## config.mk

```make
export PLATFORM = sky130hd
export DESIGN_NAME = outgoing_port_handler_flat
export DESIGN_NICKNAME = d
export VERILOG_FILES = /design/src/rtl/outgoing_port_handler_pkg.sv /design/src/rtl/outgoing_port_handler_if.sv /design/src/rtl/outgoing_port_handler_rr_arbiter.sv /design/src/rtl/outgoing_port_handler.sv /design/src/flat_wrapper.sv
export SDC_FILE = /design/constraint.sdc
export NUM_CORES = 1
export LEC_CHECK = 0
export ABC_CLOCK_PERIOD_IN_PS = 3900
export BUFFER_PORTS_ARGS = -buffer_cell sky130_fd_sc_hd__buf_2
export CORE_ASPECT_RATIO = 0.6
export CORE_UTILIZATION = 45
export DETAILED_ROUTE_END_ITERATION = 16
export PLACE_DENSITY = 0.85
export SLEW_MARGIN = 20
export SYNTH_ARGS = -nofsm -noshare
export SYNTH_HDL_FRONTEND = slang
export SYNTH_SLANG_ARGS = --single-unit
```

## constraint.sdc

```tcl
create_clock -name clk -period 3.9 [get_ports clk]
set_input_delay 0.195 -clock clk [delete_from_list [all_inputs] [get_ports clk]]
set_output_delay 0.195 -clock clk [all_outputs]
set_load 0.02 [all_outputs]
```

## src/rtl/outgoing_port_handler_pkg.sv

```systemverilog
// Shared router definitions for the outgoing port handler.
// Contents:
//   - link field widths (router address, memory offset, destination, payload)
//   - packed link-word struct and its field offsets
//   - port FSM state enum
//   - a helper that resolves the operation bits of a captured word
package outgoing_port_handler_pkg;

  localparam int ROUTER_ADDR_W = 6;
  localparam int MEM_ADDR_W    = 8;
  localparam int DEST_W        = ROUTER_ADDR_W + MEM_ADDR_W;
  localparam int DATA_W        = 8;

  // One word on the outgoing link, most significant field first.
  typedef struct packed {
    logic [DEST_W-1:0]        dest;
    logic [ROUTER_ADDR_W-1:0] requester;
    logic                     read;
    logic                     write;
    logic [DATA_W-1:0]        data;
  } link_word_t;

  localparam int LW_DATA_LSB      = 0;
  localparam int LW_WRITE_BIT     = LW_DATA_LSB + DATA_W;
  localparam int LW_READ_BIT      = LW_WRITE_BIT + 1;
  localparam int LW_REQUESTER_LSB = LW_READ_BIT + 1;
  localparam int LW_DEST_LSB      = LW_REQUESTER_LSB + ROUTER_ADDR_W;
  localparam int LINK_W           = LW_DEST_LSB + DEST_W;

  typedef enum logic {
    IDLE = 1'b0,
    SEND = 1'b1
  } state_t;

  // A word requesting both read and write is forwarded as a write; the read
  // bit is dropped. Returns {read, write}.
  function automatic logic [1:0] resolve_op(input logic rd, input logic wr);
    return {rd & ~wr, wr};
  endfunction

endpackage

```

## src/rtl/outgoing_port_handler_if.sv

```systemverilog
// Outgoing link of a router port.
// Signals:
//   destinationAddressOut  destination router + memory offset
//   requesterAddressOut    router address of the original requester
//   readOut / writeOut     operation
//   dataOut                payload
//   validOut               word valid (held until accepted)
//   readyIn                downstream accepts the word this cycle
// Modports: master = transmitting port handler, slave = receiving handler.
interface outgoing_port_handler_if;
  import outgoing_port_handler_pkg::*;

  logic [DEST_W-1:0]        destinationAddressOut;
  logic [ROUTER_ADDR_W-1:0] requesterAddressOut;
  logic                     readOut;
  logic                     writeOut;
  logic [DATA_W-1:0]        dataOut;
  logic                     validOut;
  logic                     readyIn;

  modport master (
    output destinationAddressOut,
    output requesterAddressOut,
    output readOut,
    output writeOut,
    output dataOut,
    output validOut,
    input  readyIn
  );

  modport slave (
    input  destinationAddressOut,
    input  requesterAddressOut,
    input  readOut,
    input  writeOut,
    input  dataOut,
    input  validOut,
    output readyIn
  );
endinterface

```

## src/rtl/outgoing_port_handler_rr_arbiter.sv

```systemverilog
// Combinational round-robin arbiter.
// Ports:
//   req_i    N-bit request vector
//   ptr_i    index with highest priority this cycle (0..N-1)
//   grant_o  one-hot grant of the first request at or after ptr_i (wrapping)
//   idx_o    binary index of the granted request
//   any_o    at least one request present
module rr_arbiter #(
  parameter int N     = 4,
  parameter int PTR_W = $clog2(N)
) (
  input  logic [N-1:0]     req_i,
  input  logic [PTR_W-1:0] ptr_i,
  output logic [N-1:0]     grant_o,
  output logic [PTR_W-1:0] idx_o,
  output logic             any_o
);

  // One extra bit so ptr + offset never overflows before the wrap.
  logic [PTR_W:0] cand;
  logic           found;

  always_comb begin
    grant_o = '0;
    idx_o   = '0;
    found   = 1'b0;
    cand    = '0;
    for (int k = 0; k < N; k++) begin
      cand = {1'b0, ptr_i} + (PTR_W+1)'(k);
      if (cand >= (PTR_W+1)'(N)) begin
        cand = cand - (PTR_W+1)'(N);
      end
      if (!found && req_i[cand[PTR_W-1:0]]) begin
        found = 1'b1;
        idx_o = cand[PTR_W-1:0];
      end
    end
    if (found) begin
      grant_o[idx_o] = 1'b1;
    end
  end

  assign any_o = |req_i;

endmodule

```

## src/rtl/outgoing_port_handler.sv

```systemverilog
// Transmit side of a router port.
// Collects words steered to this output by the incoming handlers, picks one by
// round-robin and holds it on the outgoing link until the downstream handler
// accepts it.
// Ports:
//   clk, reset           clock, synchronous active-high reset
//   reqValid             per-source request
//   reqDestAddr          packed destination addresses (DEST_W per source)
//   reqRequesterAddr     packed requester addresses (ROUTER_ADDR_W per source)
//   reqRead / reqWrite   per-source operation bits
//   reqData              packed payloads (DATA_W per source)
//   reqGrant             one-cycle pulse: that source's word was captured
//   protocolError        one-cycle pulse: captured word had read and write set
//   link                 outgoing link (master side)
module outgoing_port_handler
  import outgoing_port_handler_pkg::*;
#(
  parameter int NUM_SOURCES = 4
) (
  input  logic                                 clk,
  input  logic                                 reset,
  input  logic [NUM_SOURCES-1:0]               reqValid,
  input  logic [NUM_SOURCES*DEST_W-1:0]        reqDestAddr,
  input  logic [NUM_SOURCES*ROUTER_ADDR_W-1:0] reqRequesterAddr,
  input  logic [NUM_SOURCES-1:0]               reqRead,
  input  logic [NUM_SOURCES-1:0]               reqWrite,
  input  logic [NUM_SOURCES*DATA_W-1:0]        reqData,
  output logic [NUM_SOURCES-1:0]               reqGrant,
  output logic                                 protocolError,
  outgoing_port_handler_if.master              link
);

  localparam int PTR_W = $clog2(NUM_SOURCES);

  state_t                 state_q, state_d;
  logic [PTR_W-1:0]       rr_ptr_q, rr_ptr_d;
  logic [PTR_W-1:0]       win_idx_q;
  logic [NUM_SOURCES-1:0] grant_q;
  logic                   perr_q;
  logic                   vld_q;
  link_word_t             word_q;

  logic [NUM_SOURCES-1:0] eligible;
  logic [PTR_W-1:0]       ptr_adv;
  logic [PTR_W-1:0]       arb_ptr;
  logic [NUM_SOURCES-1:0] arb_grant;
  logic [PTR_W-1:0]       arb_idx;
  logic                   arb_any;
  logic                   capture;
  link_word_t             sel_word;
  logic                   sel_perr;
  logic [1:0]             sel_op;

  // A source granted last cycle is still retiring reqValid; skip it once.
  assign eligible = reqValid & ~grant_q;

  // Pointer after a handshake of the word currently held.
  assign ptr_adv = (win_idx_q == PTR_W'(NUM_SOURCES - 1)) ? '0 : win_idx_q + 1'b1;

  // A back-to-back capture in SEND only happens on a handshake, and then must
  // already see the advanced pointer.
  assign arb_ptr = (state_q == SEND) ? ptr_adv : rr_ptr_q;

  rr_arbiter #(
    .N     (NUM_SOURCES),
    .PTR_W (PTR_W)
  ) u_arb (
    .req_i   (eligible),
    .ptr_i   (arb_ptr),
    .grant_o (arb_grant),
    .idx_o   (arb_idx),
    .any_o   (arb_any)
  );

  // Winner's fields, selected by the one-hot grant.
  always_comb begin
    sel_word = '0;
    sel_perr = 1'b0;
    sel_op   = '0;
    for (int i = 0; i < NUM_SOURCES; i++) begin
      if (arb_grant[i]) begin
        sel_op             = resolve_op(reqRead[i], reqWrite[i]);
        sel_word.dest      = reqDestAddr[i*DEST_W +: DEST_W];
        sel_word.requester = reqRequesterAddr[i*ROUTER_ADDR_W +: ROUTER_ADDR_W];
        sel_word.read      = sel_op[1];
        sel_word.write     = sel_op[0];
        sel_word.data      = reqData[i*DATA_W +: DATA_W];
        sel_perr           = reqRead[i] & reqWrite[i];
      end
    end
  end

  always_comb begin
    state_d  = state_q;
    rr_ptr_d = rr_ptr_q;
    capture  = 1'b0;
    case (state_q)
      IDLE: begin
        if (arb_any) begin
          capture = 1'b1;
          state_d = SEND;
        end
      end
      SEND: begin
        // Frozen until accepted; no timeout.
        if (link.readyIn) begin
          rr_ptr_d = ptr_adv;
          if (arb_any) begin
            capture = 1'b1;
          end else begin
            state_d = IDLE;
          end
        end
      end
      default: state_d = IDLE;
    endcase
  end

  // ---- capture stage: link word, grant and error pulses registered ----
  always_ff @(posedge clk) begin
    if (reset) begin
      state_q   <= IDLE;
      rr_ptr_q  <= '0;
      win_idx_q <= '0;
      grant_q   <= '0;
      perr_q    <= 1'b0;
      vld_q     <= 1'b0;
      word_q    <= '0;
    end else begin
      state_q  <= state_d;
      rr_ptr_q <= rr_ptr_d;
      vld_q    <= (state_d == SEND);
      grant_q  <= capture ? arb_grant : '0;
      perr_q   <= capture & sel_perr;
      if (capture) begin
        word_q    <= sel_word;
        win_idx_q <= arb_idx;
      end
    end
  end

  assign reqGrant                   = grant_q;
  assign protocolError              = perr_q;
  assign link.validOut              = vld_q;
  assign link.destinationAddressOut = word_q.dest;
  assign link.requesterAddressOut   = word_q.requester;
  assign link.readOut               = word_q.read;
  assign link.writeOut              = word_q.write;
  assign link.dataOut               = word_q.data;

endmodule

```

## src/flat_wrapper.sv

```systemverilog
// flat-port wrapper written by rule: the top's interface ports become plain ports
module outgoing_port_handler_flat import outgoing_port_handler_pkg::*;
#(
  parameter int NUM_SOURCES = 4
)
  (clk, reset, reqValid, reqDestAddr, reqRequesterAddr, reqRead, reqWrite, reqData, reqGrant, protocolError, link_destinationAddressOut, link_requesterAddressOut, link_readOut, link_writeOut, link_dataOut, link_validOut, link_readyIn);
  outgoing_port_handler_if link_i ();
  input  logic clk;
  input  logic reset;
  input  logic [NUM_SOURCES-1:0] reqValid;
  input  logic [NUM_SOURCES*DEST_W-1:0] reqDestAddr;
  input  logic [NUM_SOURCES*ROUTER_ADDR_W-1:0] reqRequesterAddr;
  input  logic [NUM_SOURCES-1:0] reqRead;
  input  logic [NUM_SOURCES-1:0] reqWrite;
  input  logic [NUM_SOURCES*DATA_W-1:0] reqData;
  output logic [NUM_SOURCES-1:0] reqGrant;
  output logic protocolError;
  output wire logic [$bits(link_i.destinationAddressOut)-1:0] link_destinationAddressOut;
  output wire logic [$bits(link_i.requesterAddressOut)-1:0] link_requesterAddressOut;
  output wire logic [$bits(link_i.readOut)-1:0] link_readOut;
  output wire logic [$bits(link_i.writeOut)-1:0] link_writeOut;
  output wire logic [$bits(link_i.dataOut)-1:0] link_dataOut;
  output wire logic [$bits(link_i.validOut)-1:0] link_validOut;
  input wire logic [$bits(link_i.readyIn)-1:0] link_readyIn;
  assign link_destinationAddressOut = link_i.destinationAddressOut;
  assign link_requesterAddressOut = link_i.requesterAddressOut;
  assign link_readOut = link_i.readOut;
  assign link_writeOut = link_i.writeOut;
  assign link_dataOut = link_i.dataOut;
  assign link_validOut = link_i.validOut;
  assign link_i.readyIn = link_readyIn;
  outgoing_port_handler #(.NUM_SOURCES(NUM_SOURCES)) u_core (.clk(clk), .reset(reset), .reqValid(reqValid), .reqDestAddr(reqDestAddr), .reqRequesterAddr(reqRequesterAddr), .reqRead(reqRead), .reqWrite(reqWrite), .reqData(reqData), .reqGrant(reqGrant), .protocolError(protocolError), .link(link_i));
endmodule
```

==> results of run 1 <==
==> final timing paths <==
path | to | startpoint | cells past startpoint | slack (ns)
max | u_core.link.dataOut[6] | u_core.state_q | 6 | 1.13
min reg2reg | u_core.win_idx_q[1] | u_core.win_idx_q[1] | 2 | 0.47
min | u_core.link.destinationAddressOut[10] | reqDestAddr[52] | 3 | 0.13
max reg2reg | u_core.link.dataOut[6] | u_core.state_q | 6 | 1.13
==> flip-flops by register name (all words and copies together), names as in the netlist <==
name / flops
u_core.link.destinationAddressOut: 14
u_core.link.dataOut: 8
u_core.link.requesterAddressOut: 6
u_core.reqGrant: 4
u_core.rr_ptr_q: 2
u_core.win_idx_q: 2
u_core.link.readOut: 1
u_core.link.writeOut: 1
u_core.protocolError: 1
u_core.state_q: 1
==> final cells by class <==
class	instances	share of cell area (%)
flip-flops and latches	40	24.0
clock buffers	7	2.88
well taps	66	2.47
repair buffers	170	26.0
multi-input cells	199	44.5
inverters	1	0.112
==> synth_stat cells (2+ instances only) <==
cell / n
a21oi_1: 11
a41oi_1: 2
nand2b_1: 6
or2_2: 2
o31ai_1: 2
nor2b_1: 7
nor2_1: 5
buf_2: 5
nor3_1: 2
o211ai_1: 3
a221oi_1: 2
nand3b_1: 3
dfxtp_1: 40
o221ai_2: 8
a31oi_1: 4
and2_1: 6
nand3_1: 34
clkbuf_1: 16
nand2_1: 6
a22oi_1: 56
o221ai_1: 20
buf_6: 5
o21ai_0: 3
==> stage by stage <==
stage / area (um2) / hold WS [ns] / std cells / utilization (%) / setup slack (ns)
finish: 3340 / 0.126 / 483 / 65.2 / 1.13
floorplan: 2440 / 0.335 / 268 / - / 1.77
global placement: 3240 / 0.422 / 475 / 63.1 / 1.01
global route: 3340 / 0.125 / 483 / 65.2 / 0.972
detailed placement: 3250 / 0.425 / 476 / 63.3 / 1.19
CTS: 3340 / 0.121 / 483 / 65.2 / 1.17
==> power by group through the flow <==
stage	clock, uW	combinational [uW]	sequential, uW
floorplan	0	279	578
global placement	0	519	511
detailed placement	0	532	511
CTS	304	533	503
global route	321	579	512
finish	298	537	504
==> worst max-delay path: cells and delay by family, from the launching register on <==
kind | cells | cell delay, ns
flip-flops | 1 | 0.60
AND/OR/NAND/NOR | 1 | 0.18
AO/OA/AOI/OAI | 3 | 0.98
multiplexers | 1 | 0.48
buffers and inverters | 1 | 0.36
==> cell families (layout without fill, tap and decap cells) <==
group	count (synthesis)	count (layout)	share of synthesized area, %
AOI/OAI and AO/OA	120	120	41.3
and+or+nand+nor	75	75	16.8
DFF	40	40	32.9
buffers and inverters	29	178	6.73
muxes	3	3	1.80
adders and majority gates	1	1	0.514
==> layout by cell type, fill, tap and decap left out, types with 2 or more instances in the layout <==
| cell | Yosys | layout |
|---|---|---|
| a21oi_1 | 11 | 11 |
| a22oi_1 | 56 | 56 |
| a31oi_1 | 4 | 4 |
| a41oi_1 | 2 | 2 |
| and2_1 | 6 | 6 |
| buf_2 | 5 | 162 |
| buf_4 | 0 | 8 |
| clkbuf_8 | 0 | 7 |
| dfxtp_1 | 40 | 40 |
| nand2_1 | 6 | 6 |
| nand2b_1 | 6 | 6 |
| nand3_1 | 34 | 34 |
| nand3b_1 | 3 | 3 |
| nor2_1 | 5 | 5 |
| nor2b_1 | 7 | 7 |
| nor3_1 | 2 | 2 |
| o211ai_1 | 3 | 3 |
| o21ai_0 | 3 | 3 |
| o221ai_1 | 20 | 20 |
| o221ai_2 | 8 | 8 |
| o31ai_1 | 2 | 2 |
| or2_2 | 2 | 2 |
==> metal layers <==
metal	share of wire (%)	vias up	wire length [um]	GRT usage [%]
li1	-	1385	-	-
met1	45	1403	3810	41.6
met2	46	143	3880	47.0
met3	8.6	6	728	6.96
met4	0.61	0	52	5.33
met5	0	-	0	0
==> results.txt, run 1 <==
The filler cells instantiated in the layout total 470. The region available for standard cell placement spans 5130 um2. At the worst endpoint, the required time is 4.03 ns. The growth of design area from synthesis to finish was 37.2%; the global routing usage summed across all routing layers was 29.5%.

For the aggregate global routing overflow, the log shows 0. The min-delay analysis places its worst path in the category in -> reg. Fraction of layout cells with a size suffix above 1: 46.5%. Root buffer cell: clkbuf_8. Summing the sequential cell areas from Yosys gives 32.9% of the chip area.

The horizontal extent of the die was 97.0 um. Of the post-synthesis cell area, the dominant cell type holds 32.9%. The floorplan has 20 rows. For this design, the CTS-stage hold fixing added 0 buffers. The slowest stage of the critical path is the dfxtp_1 cell. Sequential cells burn 37.6% of the power.

In the finished design, the share of the clock period the worst path needs comes to 71.0%. Yosys mapped a number of flops with a built-in enable equal to 0. The run gives 0 as the final routed DRC violation total.

The run gives 497 uW as the switching power of the nets. In this run the worst path has a maximum fanout of 28. STA classifies the critical path startpoint as a flop.

In this run the deepest clock path goes through 2 buffers. Summed over all cells, the static leakage comes to 0.00149 uW. In the post-synthesis netlist, the biggest area contributors are dfxtp_1 33%, a22oi_1 17%, o221ai_1 7.2%. The die boundary height was 59.0 um; the number of warnings issued by yosys was 0. For the distinct cell type count after synthesis, the log shows 43. Among all flip-flop cells after synthesis, the most frequent one is dfxtp_1. Counting every sink on the clock net gives 40. The antenna diode count was 0; the share of async-settable or async-resettable flops after synthesis was 0%. TritonCTS created 5 clock buffers. The last weighted congestion value of the routability-driven placer is 0.866, and the netlist area before placement is 2440 um2. Across the VDD grid, the largest voltage drop is 0.000213 V.

STA puts the critical path data arrival time at 2.90 ns. Adding up every negative setup slack in the final design gives 0 ns. Setup repair after global routing left no endpoint under its margin. The later pin in the worst-skew pair is clocked with a latency of 0.29 ns. The run gives 47.5% as the initial cell density of the core. At the pin with the least slew margin, the transition time is 0.994 ns. The number of gates resized after CTS is 0. Entering global routing, the biggest net connects 38 pins. Summed over all instances, the cell type with the most area after synthesis is dfxtp_1. The worst path needs 2.77 ns of the cycle, external delays included.

TritonCTS built the clock tree. The switching power as a share of total power is 37.1%, and the total power density per cell area is 400 nW/um2. The number of antenna violations at the first check in global routing is 0.

The cell count after synthesis came out at 268. The worst setup path is of the reg -> reg kind. After the first detailed-routing iteration, the DRC count stood at 214. In the final design database the tool counted 545 nets. In this run the post-CTS setup repair buffer count came out at 0.

Input and output buffers added on the ports amount to 162. The number of nets produced by synthesis was 396; the max-cap violation count was 0. The sum of net half-perimeters after detailed placement was 6.08 mm; the clock network fraction of design power was 22.3%. For the first-pass GRT wire length, the log shows 13.5 mm. Summing all flip-flop and latch instances after layout gives 801 um2. Counting flops and latches in the post-synthesis netlist gives 40. For this design the top-level I/O count stands at 163. The internal power of the cells totals 842 uW.

In this design, the stage delay of the slowest critical-path cell is 0.60 ns. The routed design has 8.47 mm of wire. After layout, the design draws a total of 1340 uW.

In this run the number of H-tree levels came out at 2. Combinational cells account for 40.1% of the total power. The floorplan die area is 5720 um2, and the clock-pin slew on the worst setup and hold paths is 0.08 ns. The detailed-routing iteration count for the pre-antenna-repair pass was 5. The upper clock frequency limit was 361 MHz; the final number of setup-violating endpoints was 0.

Via count of the first global-routing pass: 2806. For the final hold violation count, the log shows 0. The average instance in the mapped netlist occupies 9.09 um2. Dividing the detail-routed via count by the number of cells gives 6.08.

In the final layout, the multi-input gates occupy 1490 um2. The total count of max-transition violations in the final report came out at 0. The routed layout has 2937 vias. The nature of the critical path endpoint was a flop. Across the routed clock network, the largest skew measured is 0.00741 ns. The average wire per cell in the routed design works out to 17.5 um. The critical path goes through mux2i_4 -> o311ai_2 -> a31oi_1 -> nand2b_1 -> buf_4 -> o221ai_1. The residual antenna-violating net count after detailed routing is 0, and the worst-case headroom to the max-slew limit is 33.8%.

The flow ran to the end, and the final reports show no timing, DRC or antenna violations.
Power figures use the tool's default switching activity.
==> inputs of run 2 (changes only) <==
--- a/config.mk
+++ b/config.mk
@@ -5,12 +5,12 @@
 export SDC_FILE = /design/constraint.sdc
 export NUM_CORES = 1
 export LEC_CHECK = 0
-export ABC_CLOCK_PERIOD_IN_PS = 3900
+export ABC_CLOCK_PERIOD_IN_PS = 2700
 export BUFFER_PORTS_ARGS = -buffer_cell sky130_fd_sc_hd__buf_2
 export CORE_ASPECT_RATIO = 0.6
-export CORE_UTILIZATION = 45
+export CORE_UTILIZATION = 42
 export DETAILED_ROUTE_END_ITERATION = 16
-export PLACE_DENSITY = 0.85
+export PLACE_DENSITY = 0.8
 export SLEW_MARGIN = 20
 export SYNTH_ARGS = -nofsm -noshare
 export SYNTH_HDL_FRONTEND = slang
==> constraint.sdc (replaced) <==
create_clock -name clk -period 2.7 [get_ports clk]
set_input_delay 0.135 -clock clk [delete_from_list [all_inputs] [get_ports clk]]
set_output_delay 0.135 -clock clk [all_outputs]
set_load 0.02 [all_outputs]
==> run 2 against run 1 <==
  * Global-route usage shrank 2.4 points
  * Register-to-register slack lost 0.77 ns
  * Clock skew is essentially flat
  * Die area grew 6.9%
  * Sequential share of layout area shrank 0.65 points
  * Flip-flop and latch count is the same
  * Largest power group unchanged
==> results.txt, run 2 (same netlist as run 1, synthesis figures left out) <==
For this design the total switching power over the nets is 731 uW. The die is 100 um wide. Counting every sink on the clock net gives 40. The post-route netlist has 47.8% of its cells at a drive strength greater than 1.

The switching power as a share of total power is 37.6%. For hold timing, the worst endpoint is u_core.link.dataOut[2]. The floorplan step defined a die boundary enclosing 6120 um2. For the number of antenna violations at the first check in global routing, the log shows 0. Across the routed clock network, the largest skew measured is 0.00731 ns.

The number of buffers on the longest clock path is 2, and the number of flip-flops in the largest register is 14. In this run, the number of DRC markers left after iteration 0 of detailed routing was 252. The critical path is of the reg -> reg type.

The worst min-delay path startpoint was reqData[26]. The analysis attributes to cell leakage a power of 0.00154 uW. From synthesis to final layout, the design area changed by 41.1%.

In the layout the commonest cells are 162 x buf_2, 56 x a22oi_1, 40 x dfxtp_1, 34 x nand3_1, 20 x o221ai_1. The number of cells on the worst reg-to-reg path was 6; the core footprint was 5570 um2. The depth of the CTS H-tree was 2.

The worst register-to-register path begins at u_core.state_q. The tools report the clock latency at the later pin of the worst-skew pair as 0.29 ns. Leaving out fill and tap cells, the most frequent cell in the layout is buf_2. Counting the fill cells in the layout gives 511. Detailed-routing iteration count for the pre-antenna-repair pass: 5. The tightest min-delay check is of the in -> reg type. The tools report the upper clock frequency limit as 428 MHz. The count of cells along the worst hold path was 3. For this block, the routed nets add up to 8.37 mm of wire. The finished layout holds 507 standard cells, fillers aside. After detailed routing, the number of remaining DRC violations is 0. The transition at the pin with the smallest max-transition slack is 0.564 ns, and the vias per cell is 5.84. The tools report the nature of the critical path endpoint as a flop. The worst path uses 86.6% of the clock period.

In this run the worst setup path begins at u_core.state_q. The final hold violation count is 0. The top-level port count was 163. Sequential cells burn 37.6% of the power. Hold buffer count at cts: 0. The logs give 499 for the number of instances in the placed design and 1490 um2 for the footprint of the multi-input gates.

The worst path in the final design needs a cycle of 2.34 ns, including I/O delays and setup. In this run the power density over the cells is 566 nW/um2. For the total clock buffers created by CTS, the log shows 5. After clock tree synthesis, the clock-pin slew on the worst setup and hold paths is 0.08 ns. Routability-driven placement finished with a final weighted congestion of 1.01.

First-pass GRT wire length: 12.6 mm. TritonCTS built the clock tree. The kind of start point of the critical path was a flop. Row generation in the floorplan step produced 21 rows.

Cells fill 61.7% of the core in the end. The tree is rooted in a clkbuf_8. The tools report the end of the worst register-to-register path as u_core.link.dataOut[5]. After detailed routing, the average wire length per cell comes to 16.5 um. Setup violations remaining at the end of the flow were counted as 0. Pin count of the biggest net entering global routing: 37.

The peak fanout along the critical path works out to 20. The total count of max-transition violations in the final report came out at 0. Setup repair after global routing left no endpoint under its margin.

The detail route stage leaves a number of antenna-violating nets equal to 0. For the largest vdd supply drop, the log shows 0.000250 V. For the combinational power share, the log shows 41.0%. The logs give 801 um2 for the area taken by flip-flops and latches and 2959 for the total number of vias.

The run gives 2597 as the via count of the first global-routing pass. The clock network is responsible for 21.5% of the overall power. The initial utilization of the core area, before any placement, comes to 43.7%. Internal power consumption: 1210 uW.

The flow ran to the end, and the final reports show no timing, DRC or antenna violations. The sum of net half-perimeters after detailed placement is 6.28 mm, and the critical path data required time is 2.90 ns. For the worst setup path, the data arrival time is 2.54 ns.

Summed over all layers, the global routing overflow is 0. The repair_antennas step left the layout with diodes totalling 0. Buffers added to address setup during post-CTS repair amount to 0. Headroom to the max-slew limit came out at 62.4%. The die boundary height was 61.0 um. Max-cap violations in this run came to 0. The number of buffers inserted by port buffering was 162; the minimum setup slack among reg-to-reg paths was 0.36 ns. The tools report the setup TNS as 0 ns. Global routing used 27.1% of the available tracks. The net count of the finished layout is 554. After layout, the design draws a total of 1940 uW.

After clock tree synthesis, the repair step resized 0 gates.
-- run 2: layer usage --
layer	part of all wire (%)	GRT usage [%]	vias to the layer above	wire length [um]
met4	0.85	7.45	0	71
met3	8.1	6.11	8	676
met1	44	35.4	1393	3670
met2	47	46.0	150	3950
met5	0	0	-	0
li1	-	-	1408	-
-- run 2: per-stage QoR --
stage	hold WS, ns	setup slack [ns]	instance area, um2
finish	0.0694	0.362	3440
global route	0.0673	0.197	3440
CTS	0.0557	0.397	3440
detailed placement	0.368	0.413	3340
global placement	0.361	0.489	3340
floorplan	0.275	0.567	2440
-- run 2: power groups by stage --
stage	clock network [uW]	logic, uW	registers [uW]
2_1_floorplan	0	403	835
3_3_place_gp	0	775	739
3_5_place_dp	0	794	741
4_1_cts	426	795	730
5_1_grt	455	862	740
6_report	418	797	731
-- run 2: area by class of cell --
type / count / area share (%)
clock buffer: 6 / 2.40
multi-input combinational: 199 / 43.3
timing repair buffer: 179 / 27.7
inverter: 1 / 0.109
tap: 80 / 2.91
sequential: 40 / 23.3
clock inverter: 2 / 0.291
-- run 2: critical path, cell delays in order (launching register included) --
cell and delay [ns]:
dfxtp_1 0.60, mux2i_4 0.47, o311ai_2 0.21, a311oi_4 0.35, buf_4 0.31, a22oi_1 0.12, o221ai_1 0.19
-- run 2: how the worst max path moves through the flow --
| stage | to | slack [ns] | cells past startpoint |
|---|---|---|---|
| 5_1_grt | u_core.link.dataOut[5] | 0.20 | 6 |
| 3_3_place_gp | u_core.link.destinationAddressOut[4] | 0.49 | 7 |
| 4_1_cts | u_core.link.dataOut[5] | 0.40 | 6 |
| 3_5_place_dp | u_core.link.dataOut[5] | 0.41 | 6 |
| 6_report | u_core.link.dataOut[5] | 0.36 | 6 |
| 2_1_floorplan | u_core.link.dataOut[1] | 0.57 | 8 |
==> inputs of run 3 (changes only) <==
==> constraint.sdc (replaced) <==
create_clock -name clk -period 2.7 [get_ports clk]
set_input_delay 0.27 -clock clk [delete_from_list [all_inputs] [get_ports clk]]
set_output_delay 0.27 -clock clk [all_outputs]
set_load 0.02 [all_outputs]
==> run 3 against run 2 <==
  * Die area unchanged
  * Sequential share of layout area decreased by 0.15 points
  * Clock power increased by 21%
  * Combinational power decreased by 0.5%
  * Final area increased by 0.66%
  * Global-route usage increased by 0.30 points
  * Critical path type unchanged
  * Largest cell class unchanged
==> results.txt, run 3 (same netlist as run 1, synthesis figures left out) <==
Once placement completed, the tool counted placed cells totaling 499. The flow ran to the end, and the final reports show no timing, DRC or antenna violations. The tree built by TritonCTS fans out to 40 sinks. In this run the tool buffered the top-level ports with 162 buffer cells.

Counting buffers and inverters, the worst setup path is 6 cells deep. For the pin with the worst max-slew slack, the measured transition is 0.584 ns. The logs give 0 for the number of buffers added for setup after CTS and 163 for the top-level port count.

The library cells used most frequently in the layout, excluding fill and tap cells, are 162 x buf_2, 56 x a22oi_1, 40 x dfxtp_1, 34 x nand3_1, 20 x o221ai_1. The worst-case headroom to the max-slew limit came out at 61.0%. Global routing finished with a remaining overflow of 0. STA puts the critical path data arrival time at 2.57 ns. Cell class contributing the biggest share of worst-path delay: compound AO/OA/AOI/OAI gates.

The worst setup path is launched from a flop. Total power for the finished layout comes to 2030 uW. The total count of max-transition violations in the final report came out at 0. Setup repair after global routing left no endpoint under its margin.

Dividing the detail-routed via count by the number of cells gives 5.82. The largest individual stage delay along the critical path comes from the cell dfxtp_1. The run gives 2592 as the via count of the first global-routing pass.

Setup total negative slack on the finished layout was measured at 0 ns. The logs give 5 for the total clock buffers created by CTS and 0 for the final routed DRC violation total. Peak fanout along the critical path: 20. STA classifies the critical path endpoint as a flop. Summing all placed instances gives a cell area of 3340 um2. The growth of design area from synthesis to finish is 42.0%, and the static leakage power is 0.00155 uW. For the core footprint, the log shows 5570 um2. The tools report the number of gates resized after CTS as 0.

In this run the clock root is driven by a clkbuf_8. Power spread over the standard cell area amounts to 586 nW/um2. VDD sags by at most 0.000302 V.

Last weighted congestion value of the routability-driven placer: 0.992. The library cell used most frequently in the layout, excluding fill and tap cells, is buf_2. The logs give 8.35 mm for the wire length after detailed routing and 0.30 ns for the clock latency at the later pin of the worst-skew pair.

The detail route stage leaves a number of antenna-violating nets equal to 0. The min-delay analysis places its worst path in the category in -> reg. TritonCTS built the clock tree. In this run the horizontal extent of the chip is 100 um. After legalization and detailed placement, the total HPWL measured 6.37 mm. The number of core rows is 21, and the hold buffer count at cts is 0.

Once the floorplan was initialized, standard cells occupied 43.7% of the core. Across every metal layer, demand over resource in global routing totals 27.4%. The post-route netlist has 47.8% of its cells at a drive strength greater than 1.

For the final core area utilization, the log shows 62.1%. The critical path data required time was 2.92 ns. The number of buffers on the longest clock path was 2; the upper clock frequency limit was 426 MHz. The first detailed-routing pass ran for 5 iterations. Measured in cells, the most critical reg-to-reg path has a length of 6. The tools report the cell area after layout as 3460 um2.

The count of cells along the worst hold path came out at 3. The average wire per cell in the routed design came out at 16.5 um. The die covers 6120 um2. The number of nets in the layout was 554.

Entering global routing, the biggest net connects 26 pins. The non-filler instance count after layout was 507; the clock-pin slew on the worst setup and hold paths was 0.09 ns. Setup violations remaining at the end of the flow were counted as 0.

The antenna diode count came out at 0. In this run the vertical extent of the chip is 61.0 um. For this run, the slowest stage of the critical path takes 0.62 ns.

Number of antenna violations at the first check in global routing: 0. The first global-routing pass estimated 12.7 mm of wire. The run gives 0 as the final hold violation count. Walking the worst path, the cells encountered are mux2i_4 -> o311ai_2 -> a311oi_4 -> buf_4 -> a22oi_1 -> o221ai_1. Max-cap violations in this run came to 0.

The H-tree was split into 2 levels. The tools report the initial DRC count as 240. For the final database, setup skew stands at 0.00964 ns. Summing over every cut layer, the via total after detailed routing is 2949. The part of the cycle the worst path needs works out to 87.0%.

The count of buffering cells on the critical path with inverters included is 1. The number of flip-flops in the largest register was 14; the time the final worst path needs with I/O delays and setup was 2.35 ns. The critical path is of the reg -> reg type.
==> run 3: worst paths after layout <==
check | start | endpoint | slack [ns]
max | u_core.state_q | u_core.link.dataOut[5] | 0.35
min | reqData[30] | u_core.link.dataOut[6] | 0.19
max reg2reg | u_core.state_q | u_core.link.dataOut[5] | 0.35
min reg2reg | u_core.win_idx_q[1] | u_core.win_idx_q[1] | 0.50
==> run 3: stage by stage <==
step	hold slack [ns]	setup WS (ns)
final	0.191	0.352
after global routing	0.180	0.158
after CTS	0.181	0.372
after detailed placement	0.479	0.382
after global placement	0.463	0.492
after floorplan	0.410	0.567
==> run 3: report_power, final <==
group | leakage (uW) | switching [uW] | internal (uW)
clock | 0.0000548 | 226 | 279
sequential | 0.000330 | 52.8 | 678
combinational | 0.00116 | 462 | 331
==> run 3: metal layers <==
layer  part of all wire, %  vias up  global-route usage (%)
met5                     0        -                       0
met4                  0.93        0                    9.11
met3                   9.5        6                    7.37
met2                    47      151                    45.0
met1                    42     1382                    35.6
li1                      -     1410                       -
==> run 3: final cells by class <==
cell class	count	area (um2)
clock buffer	5	68.8
clock inverter	3	46.3
fill	535	2110
inverter	1	3.75
multi-input combinational	199	1490
sequential	40	801
tap	80	100
timing repair buffer	179	951
==> run 3: worst reg2reg max path, cell delays in order (launching register included) <==
cell and delay, ns:
dfxtp_1 0.62, mux2i_4 0.49, o311ai_2 0.21, a311oi_4 0.35, buf_4 0.31, a22oi_1 0.12, o221ai_1 0.19
